## src/rtl/hazard_ctrl_if.sv

```systemverilog
// Hazard-control bundle between the ID-stage hazard unit and the
// pipeline registers it steers.
interface hazard_ctrl_if #(
  parameter int REG_ADDR_WIDTH = 5,
  parameter int CNT_WIDTH      = 16
);
  logic [REG_ADDR_WIDTH-1:0] id_rs1;
  logic [REG_ADDR_WIDTH-1:0] id_rs2;
  logic                      id_uses_rs1;
  logic                      id_uses_rs2;
  logic [REG_ADDR_WIDTH-1:0] ex_rd;
  logic                      ex_is_load;
  logic                      ex_reg_write_en;
  logic                      branch_taken;
  logic                      dmem_busy;
  logic                      cnt_clr;

  logic                      pc_write_en;
  logic                      if_id_write_en;
  logic                      if_id_flush;
  logic                      ctr_sel;
  logic                      id_ex_write_en;
  logic                      ex_mem_hold;
  logic                      flush_busy;
  logic [CNT_WIDTH-1:0]      stall_cnt;
  logic [CNT_WIDTH-1:0]      flush_cnt;
  logic [CNT_WIDTH-1:0]      freeze_cnt;

  modport master (
    input  id_rs1, id_rs2, id_uses_rs1, id_uses_rs2,
    input  ex_rd, ex_is_load, ex_reg_write_en,
    input  branch_taken, dmem_busy, cnt_clr,
    output pc_write_en, if_id_write_en, if_id_flush,
    output ctr_sel, id_ex_write_en, ex_mem_hold,
    output flush_busy, stall_cnt, flush_cnt, freeze_cnt
  );

  modport slave (
    output id_rs1, id_rs2, id_uses_rs1, id_uses_rs2,
    output ex_rd, ex_is_load, ex_reg_write_en,
    output branch_taken, dmem_busy, cnt_clr,
    input  pc_write_en, if_id_write_en, if_id_flush,
    input  ctr_sel, id_ex_write_en, ex_mem_hold,
    input  flush_busy, stall_cnt, flush_cnt, freeze_cnt
  );
endinterface

```

## src/rtl/hazard_ctrl.sv

```systemverilog
// ID-stage hazard unit: load-use bubbles, branch flush sequencing,
// dmem freeze and saturating event counters.
module hazard_ctrl #(
  parameter int REG_ADDR_WIDTH = 5,
  parameter int FLUSH_CYCLES   = 2,
  parameter int CNT_WIDTH      = 16
) (
  input  logic          clk,
  input  logic          reset_n,
  hazard_ctrl_if.master bus
);

  localparam logic [0:0] RUN   = 1'b0;
  localparam logic [0:0] FLUSH = 1'b1;

  localparam logic [3:0] FC_RELOAD = 4'(FLUSH_CYCLES - 1);
  localparam bit         MULTI     = FLUSH_CYCLES > 1;
  localparam logic [CNT_WIDTH-1:0] CNT_MAX = '1;

  logic [0:0] state_q, state_d;
  logic [3:0] fc_q, fc_d;

  logic [CNT_WIDTH-1:0] stall_cnt_q, stall_cnt_d;
  logic [CNT_WIDTH-1:0] flush_cnt_q, flush_cnt_d;
  logic [CNT_WIDTH-1:0] freeze_cnt_q, freeze_cnt_d;

  logic rs1_hit, rs2_hit, load_use;
  logic ev_freeze, ev_flush, ev_branch, ev_stall;
  logic pc_we, ifid_we, ifid_flush, csel, idex_we, hold, fbusy;

  assign rs1_hit = bus.id_uses_rs1 && (bus.id_rs1 == bus.ex_rd);
  assign rs2_hit = bus.id_uses_rs2 && (bus.id_rs2 == bus.ex_rd);

  // x0 is never a real producer, so it cannot create a hazard
  assign load_use = bus.ex_is_load && bus.ex_reg_write_en &&
                    (bus.ex_rd != '0) && (rs1_hit || rs2_hit);

  // Mutually exclusive events encode freeze > branch > load-use
  assign ev_freeze = bus.dmem_busy;
  assign ev_flush  = !bus.dmem_busy && (state_q == FLUSH);
  assign ev_branch = !bus.dmem_busy && (state_q == RUN) &&
                     bus.branch_taken;
  assign ev_stall  = !bus.dmem_busy && (state_q == RUN) &&
                     !bus.branch_taken && load_use;

  always_comb begin
    pc_we      = 1'b1;
    ifid_we    = 1'b1;
    ifid_flush = 1'b0;
    csel       = 1'b1;
    idex_we    = 1'b1;
    hold       = 1'b0;
    fbusy      = 1'b0;
    state_d    = state_q;
    fc_d       = fc_q;
    unique case (1'b1)
      ev_freeze: begin
        pc_we   = 1'b0;
        ifid_we = 1'b0;
        idex_we = 1'b0;
        hold    = 1'b1;
      end
      ev_flush: begin
        ifid_flush = 1'b1;
        csel       = 1'b0;
        fbusy      = 1'b1;
        if (bus.branch_taken) begin
          fc_d = FC_RELOAD;
        end else if (fc_q <= 4'd1) begin
          state_d = RUN;
          fc_d    = '0;
        end else begin
          fc_d = fc_q - 4'd1;
        end
      end
      ev_branch: begin
        ifid_flush = 1'b1;
        csel       = 1'b0;
        if (MULTI) begin
          state_d = FLUSH;
          fc_d    = FC_RELOAD;
        end
      end
      ev_stall: begin
        pc_we   = 1'b0;
        ifid_we = 1'b0;
        csel    = 1'b0;
      end
      default: ;
    endcase
  end

  // Controls are held inactive for the whole time reset is asserted
  assign bus.pc_write_en    = reset_n && pc_we;
  assign bus.if_id_write_en = reset_n && ifid_we;
  assign bus.if_id_flush    = reset_n && ifid_flush;
  assign bus.ctr_sel        = reset_n && csel;
  assign bus.id_ex_write_en = reset_n && idex_we;
  assign bus.ex_mem_hold    = reset_n && hold;
  assign bus.flush_busy     = reset_n && fbusy;

  function automatic logic [CNT_WIDTH-1:0] bump(
    input logic [CNT_WIDTH-1:0] c,
    input logic                 inc,
    input logic                 clr
  );
    if (clr)                        return '0;
    else if (inc && (c != CNT_MAX)) return c + 1'b1;
    else                            return c;
  endfunction

  always_comb begin
    stall_cnt_d  = bump(stall_cnt_q, ev_stall, bus.cnt_clr);
    flush_cnt_d  = bump(flush_cnt_q, ev_flush || ev_branch,
                        bus.cnt_clr);
    freeze_cnt_d = bump(freeze_cnt_q, ev_freeze, bus.cnt_clr);
  end

  always_ff @(posedge clk or negedge reset_n) begin
    if (!reset_n) begin
      state_q      <= RUN;
      fc_q         <= '0;
      stall_cnt_q  <= '0;
      flush_cnt_q  <= '0;
      freeze_cnt_q <= '0;
    end else begin
      state_q      <= state_d;
      fc_q         <= fc_d;
      stall_cnt_q  <= stall_cnt_d;
      flush_cnt_q  <= flush_cnt_d;
      freeze_cnt_q <= freeze_cnt_d;
    end
  end

  assign bus.stall_cnt  = stall_cnt_q;
  assign bus.flush_cnt  = flush_cnt_q;
  assign bus.freeze_cnt = freeze_cnt_q;

endmodule

```

## src/flat_wrapper.sv

```systemverilog
// flat-port wrapper written by rule: the top's interface ports become plain ports
module hazard_ctrl_flat 
#(
  parameter int REG_ADDR_WIDTH = 5,
  parameter int FLUSH_CYCLES   = 2,
  parameter int CNT_WIDTH      = 16
)
  (clk, reset_n, bus_id_rs1, bus_id_rs2, bus_id_uses_rs1, bus_id_uses_rs2, bus_ex_rd, bus_ex_is_load, bus_ex_reg_write_en, bus_branch_taken, bus_dmem_busy, bus_cnt_clr, bus_pc_write_en, bus_if_id_write_en, bus_if_id_flush, bus_ctr_sel, bus_id_ex_write_en, bus_ex_mem_hold, bus_flush_busy, bus_stall_cnt, bus_flush_cnt, bus_freeze_cnt);
  hazard_ctrl_if #(.REG_ADDR_WIDTH(REG_ADDR_WIDTH), .CNT_WIDTH(CNT_WIDTH)) bus_i ();
  input  logic clk;
  input  logic reset_n;
  input wire logic [$bits(bus_i.id_rs1)-1:0] bus_id_rs1;
  input wire logic [$bits(bus_i.id_rs2)-1:0] bus_id_rs2;
  input wire logic [$bits(bus_i.id_uses_rs1)-1:0] bus_id_uses_rs1;
  input wire logic [$bits(bus_i.id_uses_rs2)-1:0] bus_id_uses_rs2;
  input wire logic [$bits(bus_i.ex_rd)-1:0] bus_ex_rd;
  input wire logic [$bits(bus_i.ex_is_load)-1:0] bus_ex_is_load;
  input wire logic [$bits(bus_i.ex_reg_write_en)-1:0] bus_ex_reg_write_en;
  input wire logic [$bits(bus_i.branch_taken)-1:0] bus_branch_taken;
  input wire logic [$bits(bus_i.dmem_busy)-1:0] bus_dmem_busy;
  input wire logic [$bits(bus_i.cnt_clr)-1:0] bus_cnt_clr;
  output wire logic [$bits(bus_i.pc_write_en)-1:0] bus_pc_write_en;
  output wire logic [$bits(bus_i.if_id_write_en)-1:0] bus_if_id_write_en;
  output wire logic [$bits(bus_i.if_id_flush)-1:0] bus_if_id_flush;
  output wire logic [$bits(bus_i.ctr_sel)-1:0] bus_ctr_sel;
  output wire logic [$bits(bus_i.id_ex_write_en)-1:0] bus_id_ex_write_en;
  output wire logic [$bits(bus_i.ex_mem_hold)-1:0] bus_ex_mem_hold;
  output wire logic [$bits(bus_i.flush_busy)-1:0] bus_flush_busy;
  output wire logic [$bits(bus_i.stall_cnt)-1:0] bus_stall_cnt;
  output wire logic [$bits(bus_i.flush_cnt)-1:0] bus_flush_cnt;
  output wire logic [$bits(bus_i.freeze_cnt)-1:0] bus_freeze_cnt;
  assign bus_i.id_rs1 = bus_id_rs1;
  assign bus_i.id_rs2 = bus_id_rs2;
  assign bus_i.id_uses_rs1 = bus_id_uses_rs1;
  assign bus_i.id_uses_rs2 = bus_id_uses_rs2;
  assign bus_i.ex_rd = bus_ex_rd;
  assign bus_i.ex_is_load = bus_ex_is_load;
  assign bus_i.ex_reg_write_en = bus_ex_reg_write_en;
  assign bus_i.branch_taken = bus_branch_taken;
  assign bus_i.dmem_busy = bus_dmem_busy;
  assign bus_i.cnt_clr = bus_cnt_clr;
  assign bus_pc_write_en = bus_i.pc_write_en;
  assign bus_if_id_write_en = bus_i.if_id_write_en;
  assign bus_if_id_flush = bus_i.if_id_flush;
  assign bus_ctr_sel = bus_i.ctr_sel;
  assign bus_id_ex_write_en = bus_i.id_ex_write_en;
  assign bus_ex_mem_hold = bus_i.ex_mem_hold;
  assign bus_flush_busy = bus_i.flush_busy;
  assign bus_stall_cnt = bus_i.stall_cnt;
  assign bus_flush_cnt = bus_i.flush_cnt;
  assign bus_freeze_cnt = bus_i.freeze_cnt;
  hazard_ctrl #(.REG_ADDR_WIDTH(REG_ADDR_WIDTH), .FLUSH_CYCLES(FLUSH_CYCLES), .CNT_WIDTH(CNT_WIDTH)) u_core (.clk(clk), .reset_n(reset_n), .bus(bus_i));
endmodule
```

## config.mk

```make
export PLATFORM = sky130hd
export DESIGN_NAME = hazard_ctrl_flat
export DESIGN_NICKNAME = d
export VERILOG_FILES = /design/src/rtl/hazard_ctrl_if.sv /design/src/rtl/hazard_ctrl.sv /design/src/flat_wrapper.sv
export SDC_FILE = /design/constraint.sdc
export NUM_CORES = 1
export LEC_CHECK = 0
export CAP_MARGIN = 5
export CORE_MARGIN = 2
export CORE_UTILIZATION = 49
export CTS_CLUSTER_DIAMETER = 150
export CTS_CLUSTER_SIZE = 10
export DETAILED_ROUTE_END_ITERATION = 8
export GPL_TIMING_DRIVEN = 0
export HOLD_SLACK_MARGIN = 0.12
export PLACE_DENSITY = 0.9
export RECOVER_POWER = 25
export SYNTH_ARGS = -nofsm -noshare
export SYNTH_HDL_FRONTEND = slang
export SYNTH_SLANG_ARGS = --single-unit
```

## constraint.sdc

```tcl
create_clock -name clk -period 2.1 [get_ports clk]
set_input_delay 0.315 -clock clk [delete_from_list [all_inputs] [get_ports clk]]
set_output_delay 0.315 -clock clk [all_outputs]
set_load 0.02 [all_outputs]
```

Word-level counts from Yosys, hierarchy flattened
Index checks and enable logic that the tools add are counted.
{"block": "totals", "latchBits": 0, "output_inout_bits": 55, "reg_bits": 53, "ramBits": 0, "memories": 0, "input_bits": 24, "romBits": 0}
{"block": "op_classes", "magnitude_cmp": 1, "mux": 18, "n_addsub": 4, "div": 0, "mul": 0, "bitwise_logic": 1, "eq_ne": 7, "shift": 0, "n_reduce_logical": 32}
{"op": "16-bit two-way mux", "n": 6}
{"op": "16-bit by 1-bit adder with 16-bit output (second input constant)", "n": 3}
{"op": "16-bit inequality test (second input constant)", "n": 3}
{"op": "1-bit logical AND", "n": 19}
{"op": "5-bit == test", "n": 2}
{"op": "1-bit two-way mux", "n": 8}
{"op": "4-bit two-way mux", "n": 2}
{"op": "4-bit case mux with 2 select lines", "n": 1}
{"op": "2-bit nonzero test", "n": 4}
{"op": "5-bit nonzero test", "n": 1}
{"op": "4-bit by 1-bit <= comparator with 1-bit output (second input constant)", "n": 1}
{"op": "2-bit inequality test (second input constant)", "n": 2}
{"op": "2-bit OR reduction", "n": 2}
{"op": "4-bit by 1-bit subtractor with 4-bit output (second input constant)", "n": 1}
{"op": "3-bit AND reduction", "n": 1}
{"op": "3-bit OR reduction", "n": 1}
{"op": "1-bit zero test", "n": 2}
{"op": "1-bit logical OR", "n": 2}
{"op": "1-bit case mux with 2 select lines", "n": 1}
{"op": "1-bit inverter", "n": 1}

Logic depth before layout (Yosys ltp)
{"block": "depth", "depth_word": 8, "ltp_mapped": 7}

Worst setup path before layout
No wires, ideal clock.
{"block": "synth_timing", "kind": "in2out", "from": "in bus_ex_rd[1]", "to": "out bus_pc_write_en", "slack_ps": -80, "cell_stages": 5, "path_buffers": 1, "t_arrival_ps": 1865, "cell_sequence": "or4_1 > o211a_1 > and2_1 > nor2b_1 > buf_4"}
{"block": "synth_via", "elab_chain_len": 8}
{"item": "from (decl)", "line": "flat_wrapper.sv:16", "text": "input wire logic [$bits(bus_i.ex_rd)-1:0] bus_ex_rd;"}
{"item": "5-bit == test, on equally long branches", "line": "hazard_ctrl.sv:31, hazard_ctrl.sv:32"}
{"item": "1-bit logical AND, on equally long branches", "line": "hazard_ctrl.sv:31, hazard_ctrl.sv:32"}
{"item": "1-bit logical OR", "line": "hazard_ctrl.sv:36", "text": "(bus.ex_rd != '0) && (rs1_hit || rs2_hit);"}
{"item": "1-bit logical AND *", "line": "hazard_ctrl.sv:36"}
{"item": "1-bit logical AND *", "line": "hazard_ctrl.sv:44", "text": "!bus.branch_taken && load_use;"}
{"item": "2-bit OR reduction (no source line) *"}
{"item": "1-bit two-way mux *"}
{"item": "1-bit logical AND *"}
{"item": "to (decl)", "line": "flat_wrapper.sv:22", "text": "output wire logic [$bits(bus_i.pc_write_en)-1:0] bus_pc_write_en;"}
Mark *: on every way between the ends. The rest lies on a longest branch, timed or not.

Worst setup path after layout
{"block": "layout_timing", "from": "in bus_ex_rd[1]", "to": "out bus_pc_write_en"}
{"block": "layout_via", "elab_chain_len": 8}
{"item": "5-bit == test, on equally long branches", "line": "hazard_ctrl.sv:31, hazard_ctrl.sv:32"}
{"item": "1-bit logical AND, on equally long branches", "line": "hazard_ctrl.sv:31, hazard_ctrl.sv:32"}
{"item": "1-bit logical OR", "line": "hazard_ctrl.sv:36"}
{"item": "1-bit logical AND *", "line": "hazard_ctrl.sv:36"}
{"item": "1-bit logical AND *", "line": "hazard_ctrl.sv:44"}
{"item": "2-bit OR reduction (no source line) *"}
{"item": "1-bit two-way mux *", "line": "hazard_ctrl.sv:56", "text": "unique case (1'b1)"}
{"item": "1-bit logical AND *", "line": "hazard_ctrl.sv:94", "text": "assign bus.pc_write_en = reset_n && pc_we;"}
Marks and branches as above.

==> results.json <==
{
  "status": "finished with violations",
  "violations": "setup timing",
  "hp-class": "input port to register",
  "start_util_pct": 49.9,
  "cts_root_buf": "clkbuf_8",
  "worst_setup_hold_path_clk_slew_ns": 0.10,
  "holdPathEnd": "u_core.bus.stall_cnt[9]",
  "fillCellCount": 474,
  "ant_nets": 0,
  "area_growth_pct": 35.8,
  "pre_cts_slack_ns": -0.934,
  "final_cell_mix": "clkdlybuf4s50_1, dfrtp_1, nor2_1, xnor2_1, nand2_1",
  "r2r_start": "u_core.bus.stall_cnt[1]",
  "yosysTopAreaCellShare_pct": 42.6,
  "syn_nets": 366,
  "gp_congestion": 0.884,
  "hold_violations": 0,
  "post-synth-top-area-cell": "dfrtp_1",
  "leakage_nw": 1.67,
  "design.die.area_sq_um": 7000,
  "yosysWarnings": 0,
  "endpoint_kind": "output pin",
  "skew_ns": 0.00249,
  "ff2ff_setup_slack_ns": 0.05,
  "std_cell_rows": 29,
  "fmax_mhz": 469,
  "synth-main-ff-cell": "dfrtp_1",
  "hold_path_startpoint": "bus_cnt_clr",
  "synth_area_per_cell_sq_um": 9.23,
  "drc_errors": 0,
  "diodes": 0,
  "crit_buf_inv": 3,
  "pin_count": 79,
  "fin_ws_ns": -0.0310,
  "clk_latency_ns": 0.31,
  "peakVddDrop_uv": 355,
  "crit_chain": "clkdlybuf4s15_2 -> or4_4 -> o211a_4 -> and2_4 -> nor2b_4 -> buf_4 -> buf_6",
  "clock-sinks": 53,
  "slew_headroom_pct": 27.8,
  "htreeDepth": 2,
  "hold_depth": 3,
  "grt_pass1_wl_um": 13400,
  "timing.critical_path.slowest_cell_delay_ns": 0.54,
  "yosysSeqAreaShare_pct": 42.6,
  "ys_ff_latch": 53,
  "grt_remaining_overflow": 0,
  "cts_buffers": 5,
  "synth_area_sq_um": 3110,
  "synth_area_leaders": "dfrtp_1, xnor2_1, nor2_1",
  "via_count": 2961,
  "finalNetCount": 459,
  "period_share_pct": 101,
  "start_kind": "input port",
  "cp_data_required_time_ns": 1.78,
  "cellPowerDensity_nw_per_um2": 530,
  "max_cap_viol_count": 0,
  "wl_um": 8020,
  "coreArea_sq_um": 6240,
  "grt_max_degree": 30,
  "synth_edf_count": 0,
  "die_width_um": 83.7,
  "antenna_found_initial": 0,
  "track_usage_pct": 23.1,
  "ctsLongestPathBuffers": 2,
  "setup_viol": 1,
  "drt_iter0_markers": 230,
  "worstMarginPinSlew_ns": 1.08,
  "arrival_ns": 1.82,
  "rsz0062_at_grt": "yes",
  "drv_slew": 0,
  "crit_family": "simple AND/OR/NAND/NOR gates",
  "async_flop_share_pct": 100,
  "dp_hpwl_um": 5710,
  "synthCells": 337,
  "layout_commonest_cell": "clkdlybuf4s50_1",
  "drive_gt1_share_pct": 11.1,
  "critPathMaxFanout": 3,
  "rr_worst_depth": 7,
  "grt_pass1_vias": 2836,
  "tns_ns": -0.0310,
  "cts_tree": "yes",
  "synthDistinctLibCells": 49,
  "crit_type": "input port to output pin",
  "layout_min_cycle_time_ns": 2.13,
  "viasPerCell": 5.83,
  "wl_per_cell_um": 15.8,
  "dieHeight_um": 83.7,
  "drt_pass1_iterations": 4,
  "r2r-end": "u_core.bus.stall_cnt[15]",
  "io_buffers": 77,
  "cp_slowest_cell": "or4_4"
}
==> how the worst max path moves through the flow <==
stage | slack [ns] | depth (start not counted) | startpoint | endpoint
2_1_floorplan | 0.05 | 5 | bus_ex_rd[1] | bus_pc_write_en
3_3_place_gp | -1.99 | 5 | reset_n | bus_pc_write_en
3_5_place_dp | -0.93 | 7 | bus_ex_rd[1] | bus_pc_write_en
4_1_cts | -0.05 | 7 | bus_ex_rd[1] | bus_pc_write_en
5_1_grt | -0.07 | 7 | bus_ex_rd[1] | bus_pc_write_en
6_report | -0.03 | 7 | bus_ex_rd[1] | bus_pc_write_en
==> state kept, by name, indices dropped and copies added, names as in the netlist <==
register and count:
u_core.bus.freeze_cnt 16, u_core.fc_q 4, u_core.bus.stall_cnt 16, u_core.bus.flush_cnt 16, u_core.state_q 1
==> area by class of cell <==
cell class                      count  area, sq um  area share [%]
Buffer                             13         72.6            1.72
Clock buffer                        6         72.6            1.72
Clock inverter                      2         15.0           0.355
Inverter                            6         22.5           0.533
Multi-Input combinational cell    265         1760            41.6
Sequential cell                    53         1330            31.4
Tap cell                           77         96.3            2.28
Timing Repair Buffer               86          861            20.4
==> report_power, final <==
part           total, mW  internal, mW  switching (mW)
Combinational      0.492         0.217           0.275
Sequential          1.16          1.07          0.0816
Clock              0.591         0.236           0.355
==> kinds of logic (layout without fill, tap and decap cells) <==
kind of cell	after synthesis	after routing	share of synthesized area, %
simple gates	166	166	28.9
flops	53	53	42.6
compound gates	49	49	9.97
xor+xnor	36	36	10.1
buf+inv	19	113	3.02
mux	9	9	3.34
fa+ha+maj	5	5	2.01
==> Yosys cell counts, drive strengths merged (2+ instances only) <==
library cell,instances
a21oi,16
a31oi,3
and2,6
and3,7
and4,4
buf,3
clkbuf,10
dfrtp,53
ha,5
inv,6
mux2,8
nand2,22
nand3,15
nand4,19
nor2,44
nor2b,11
nor3,11
nor3b,2
nor4,11
nor4b,2
o2111ai,2
o21ai,11
o31ai,6
or3,2
or4,8
xnor2,26
xor2,10
==> what timing repair did <==
| action | in CTS | in global routing |
|---|---|---|
| endpoints found under the hold margin | 53 | 0 |
| setup endpoints to repair | 22 | 13 |
| pin swaps | 1 | 1 |
| buffers inserted | 1 | 3 |
| gates resized for setup | 37 | 11 |
| hold buffers | 4 | 0 |
==> routing by layer <==
metal  global-route usage, %  share of wire [%]  vias up
li1                        -                  -     1408
met1                    30.2                 42     1433
met2                    40.2                 51      107
met3                    3.76                5.4       13
met4                    5.57                1.2        0
met5                       0                  0        -
==> worst reg2reg max path, stage by stage (launching register included) <==
cell and delay, ns:
dfrtp_1 0.41, ha_2 0.23, nand4_1 0.17, or4_4 0.50, nand2_4 0.15, buf_8 0.15
nor3_2 0.06, mux2_4 0.29
==> metrics by stage <==
step / util, % / std cells / cell area (sq um) / hold WS [ns] / power [mW]
final: 67.7 / 508 / 4230 / 0.533 / 2.24
after CTS: 67.1 / 505 / 4190 / 0.533 / 2.23
after floorplan: - / 337 / 3110 / 0.0194 / 1.43
after detailed placement: 64.0 / 492 / 4000 / 0.365 / 1.63
after global routing: 67.7 / 508 / 4230 / 0.555 / 2.35
after global placement: 63.8 / 491 / 3980 / 0.485 / 1.59
Note: power is estimated with default switching activity, not from simulation.
